<file path="config.mk">
export PLATFORM = sky130hd
export DESIGN_NAME = pwm_fade_controller
export DESIGN_NICKNAME = d
export VERILOG_FILES = /design/src/rtl/pwm_ctrl_pkg.sv /design/src/rtl/fade_tick_timer.sv /design/src/rtl/pwm_fade_controller.sv
export SDC_FILE = /design/constraint.sdc
export NUM_CORES = 1
export LEC_CHECK = 0
export BUFFER_PORTS_ARGS = -buffer_cell sky130_fd_sc_hd__buf_2
export CORE_ASPECT_RATIO = 0.6
export CORE_MARGIN = 2
export CORE_UTILIZATION = 40
export DETAILED_ROUTE_END_ITERATION = 7
export PLACE_DENSITY = 0.56
export SYNTH_ARGS = -nofsm -noshare
export SYNTH_HDL_FRONTEND = slang
export SYNTH_SLANG_ARGS = --single-unit
</file>
<file path="constraint.sdc">
create_clock -name clk -period 5.03 [get_ports clk]
set_input_delay 1.006 -clock clk [delete_from_list [all_inputs] [get_ports clk]]
set_output_delay 1.006 -clock clk [all_outputs]
set_load 0.05 [all_outputs]
</file>
<file path="src/rtl/pwm_ctrl_pkg.sv">
// pwm_ctrl_pkg: shared state enum, default widths and the clamped duty-step helper for the PWM fade controller
package pwm_ctrl_pkg;
   localparam int DUTY_W_DEF = 8;
   localparam int IVL_W_DEF = 16;
   typedef enum logic {ST_IDLE, ST_RAMP} state_t;
   // Widths are fixed at 32 so any DUTY_W up to 31 fits; the extra diff bit keeps the distance exact.
   function automatic logic [31:0] next_duty(input logic [31:0] duty, input logic [31:0] target, input logic [31:0] step);
      logic [32:0] diff;
      diff = target > duty ? 33'(target) - 33'(duty) : 33'(duty) - 33'(target);
      return diff <= 33'(step) ? target : target > duty ? duty + step : duty - step;
   endfunction
endpackage

</file>
<file path="src/rtl/fade_tick_timer.sv">
// fade_tick_timer: loadable down-counter that ticks at zero when not held
// ports: clk, rst, load/load_val (restart count), hold (freeze), reload_val (value after a tick), tick (step strobe)
module fade_tick_timer #(
   parameter int W = 16
) (
   input  logic         clk,
   input  logic         rst,
   input  logic         load,
   input  logic [W-1:0] load_val,
   input  logic         hold,
   input  logic [W-1:0] reload_val,
   output logic         tick
);
   logic [W-1:0] count;
   assign tick = count == '0 && !hold;
   always_ff @(posedge clk) begin
      if (rst) count <= '0;
      else if (load) count <= load_val;
      else if (!hold) count <= count == '0 ? reload_val : count - W'(1);
   end
endmodule

</file>
<file path="src/rtl/pwm_fade_controller.sv">
// pwm_fade_controller: ramps the live PWM duty toward a programmed target by step_eff every ivl_eff clocks
// ports: clk, rst, cfg_valid/cfg_target/cfg_step/cfg_interval (load), pause (freeze ramp),
//        duty_out (live duty), busy (ramping), done (one-cycle completion / no-op load pulse)
module pwm_fade_controller
   import pwm_ctrl_pkg::*;
#(
   parameter int DUTY_W = DUTY_W_DEF,
   parameter int IVL_W = IVL_W_DEF
) (
   input  logic              clk,
   input  logic              rst,
   input  logic              cfg_valid,
   input  logic [DUTY_W-1:0] cfg_target,
   input  logic [DUTY_W-1:0] cfg_step,
   input  logic [IVL_W-1:0]  cfg_interval,
   input  logic              pause,
   output logic [DUTY_W-1:0] duty_out,
   output logic              busy,
   output logic              done
);
   state_t state, state_n;
   logic [DUTY_W-1:0] target, target_n, step_eff, step_n, duty_n;
   logic [IVL_W-1:0] ivl_eff, ivl_n;
   logic done_n, tick;
   fade_tick_timer #(.W(IVL_W)) u_timer (
      .clk(clk),
      .rst(rst),
      .load(cfg_valid),
      .load_val(ivl_n - IVL_W'(1)),
      .hold(pause || state == ST_IDLE),
      .reload_val(ivl_eff - IVL_W'(1)),
      .tick(tick)
   );
   assign busy = state == ST_RAMP;
   always_comb begin
      state_n = state;
      target_n = target;
      step_n = step_eff;
      ivl_n = ivl_eff;
      duty_n = duty_out;
      done_n = 1'b0;
      if (cfg_valid) begin
         target_n = cfg_target;
         step_n = cfg_step == '0 ? DUTY_W'(1) : cfg_step;
         ivl_n = cfg_interval == '0 ? IVL_W'(1) : cfg_interval;
         done_n = cfg_target == duty_out;
         state_n = done_n ? ST_IDLE : ST_RAMP;
      end else if (state == ST_RAMP && tick) begin
         duty_n = DUTY_W'(next_duty(32'(duty_out), 32'(target), 32'(step_eff)));
         done_n = duty_n == target;
         state_n = done_n ? ST_IDLE : ST_RAMP;
      end
   end
   always_ff @(posedge clk) begin
      if (rst) begin
         state <= ST_IDLE;
         target <= '0;
         step_eff <= DUTY_W'(1);
         ivl_eff <= IVL_W'(1);
         duty_out <= '0;
         done <= 1'b0;
      end else begin
         state <= state_n;
         target <= target_n;
         step_eff <= step_n;
         ivl_eff <= ivl_n;
         duty_out <= duty_n;
         done <= done_n;
      end
   end
endmodule
</file>
==> flow_summary.ini <==
[die]
rows = 29
design.core.area_um2 = 10600
boundaryPins = 46
dieArea_um2 = 11900
die_w_um = 139
start_util = 0.414
die_h_um = 85.2

[final_layout]
fin_util = 0.476
drive_gt1_frac = 0.146
area_growth_pct = 15.1
fillCellCount = 1054
nets = 669
fin_cells = 741
final_common_cell = a21oi_1
postLayoutCellArea_um2 = 5060
layout_common_cells = a21oi_1, nor2_1, dfxtp_1
diodes = 0

[synthesis]
async_flop_share = 0
syn_area_um2 = 4400
avgSynthCellArea_um2 = 7.88
synth_edf_count = 0
ys_ff_latch = 58
synth-main-ff-cell = dfxtp_1
synth_cells = 558
ys_seq_area_frac = 0.264
synth.net_count = 630
yosysUniqueCellTypes = 63
ys_warn_count = 0

[routing]
drt-vias-per-instance = 5.66
vias = 4193
first_pass_iters = 5
wl_um = 13100
wl_per_cell_um = 17.6
drc_errors = 0
drt-initial-drc-count = 414
detail-route-antenna-nets = 0

[grt]
grt_pass1_wl_um = 21100
grt_max_degree = 61
antenna_found_initial = 0
track_usage = 0.227
grt_pass1_vias = 3910
overflow = 0

[place]
place_congestion = 0.909
pre_cts_ws_ns = 0.542
placed_cells = 725
post_dp_cell_area_um2 = 4750
placement.io_buffers = 45
dp_hpwl_um = 9910

[timing]
hold_violations = 0
slew_headroom = 0.245
fmax_mhz = 219
finalSetupViolCount = 0
drv_slew = 0
setup_slack_ns = 0.459
min_period_over_period = 0.909
fin_skew_ns = 0.00546
rsz0062_at_grt = no
min_period_ns = 4.57
fin_setup_tns_ns = 0
holdWs_ns = 0.464
max_slew.worst_pin.slew_ns = 1.13

[clocking]
cts.path.max_buffers = 2
clk_latency_ns = 0.33
cts_made_buffers = 9
clockRootBuffer = clkbuf_16
cts.reportedPaths.clkPinSlew_ns = 0.05
cts-htree-levels = 3
cts_tree = built
cts.sinks = 58

[min_path]
min_path_type = reg -> reg

[setup_path]
worstSetupPathType = reg -> reg
crit_path_max_fanout = 12
worstPathRequired_ns = 5.21
cp-end-kind = flip-flop
ff2ff_setup_slack_ns = 0.46
critical_path_arrival_ns = 4.75
crit_path_start_kind = flip-flop

[pwr]
ir_drop_v = 0.000175
power_mw = 1.78
powerDensity_nw_per_um2 = 351
p_leak_nw = 2.13

[status]
status = finished clean

[run]
maxCapViolations = 0
[cell type report]
| class | instances | area [um2] | area share |
|---|---|---|---|
| clock buffers | 11 | 253 | 0.0499 |
| clock inverters | 5 | 52.6 | 0.0104 |
| repair buffers | 52 | 278 | 0.0549 |
| inverters | 42 | 158 | 0.0311 |
| well taps | 139 | 174 | 0.0344 |
| flip-flops and latches | 58 | 1160 | 0.229 |
| multi-input cells | 434 | 2990 | 0.590 |
[repair_timing]
item	in CTS	in global routing
hold buffers	0	0
buffers inserted	0	0
setup endpoints to repair	0	1
gates resized for setup	0	2
[synthesized netlist by cell type, types with 3 or more instances]
library cell  number  area, um2
buf_2              6       30.0
dfxtp_1           58       1160
o21bai_1           4       30.0
o21ai_1            4       20.0
inv_1             42        158
o21ai_0           19       95.1
a21o_1             5       37.5
nand2b_1           6       37.5
ha_1              33        413
xor2_1            16        140
xnor2_1           20        175
o221ai_1           4       35.0
nor4_1            13       81.3
nor3_1            15       75.1
and2_1             4       25.0
clkbuf_1          16       60.1
a21oi_1           64        320
o221a_2            3       33.8
fa_1               3       60.1
nand3b_1           3       22.5
nor2b_1            6       37.5
nor2_1            61        229
nand3_1            9       45.0
o31ai_1            3       22.5
or3_1              3       18.8
a211oi_1          13       97.6
nand4_1            4       25.0
nand2_1           51        191
mux2i_1           27        270
[power breakdown]
group	internal, mW	switching, mW	leakage, nW
combinational	0.264	0.362	1.50
clock	0.407	0.225	0.151
sequential	0.489	0.0303	0.477
total	1.16	0.617	2.13
[per-layer routing]
layer  part of all wire  track usage  wire [um]
met2               0.36        0.291       4730
met1               0.54        0.360       7080
met4              0.010       0.0606        137
met5                  0            0          0
met3              0.085       0.0638       1120
[path summary, 6_finish.rpt]
check / startpoint / end / cells past startpoint
worst max register to register: duty_out[4] / duty_out[4] / 19
worst min register to register: ivl_eff[9] / ivl_eff[9] / 2
worst max-delay path: duty_out[4] / duty_out[4] / 19
worst min-delay path: ivl_eff[9] / ivl_eff[9] / 2
[worst max-delay path, cell delays in order, from the launching register on]
cell	delay, ns
dfxtp_1	0.43
inv_1	0.09
ha_1	0.41
a21oi_1	0.20
o21ai_1	0.10
a221oi_2	0.39
nor2_1	0.07
buf_4	0.20
mux2_2	0.29
o221a_2	0.25
o21ai_1	0.14
xor2_1	0.25
ha_1	0.29
nor3_1	0.19
a211oi_1	0.09
a211oi_1	0.19
buf_4	0.26
mux2_1	0.34
a21oi_1	0.15
nor2_1	0.05
[cell families (layout without fill, tap and decap cells)]
family | Yosys count | count (layout) | share of synthesized area
compound gates | 147 | 147 | 0.220
xor+xnor | 37 | 37 | 0.0768
fa+ha+maj | 36 | 36 | 0.108
buf+inv | 66 | 110 | 0.0589
flops | 58 | 58 | 0.264
mux | 30 | 30 | 0.0692
simple gates | 184 | 184 | 0.203
[registers in the layout (all words and copies together), names as in the netlist]
name and flops:
ivl_eff 16, busy 1, target 8, duty_out 8
u_timer.count 16, done 1, step_eff 8
(Power assumes the default switching activity.)
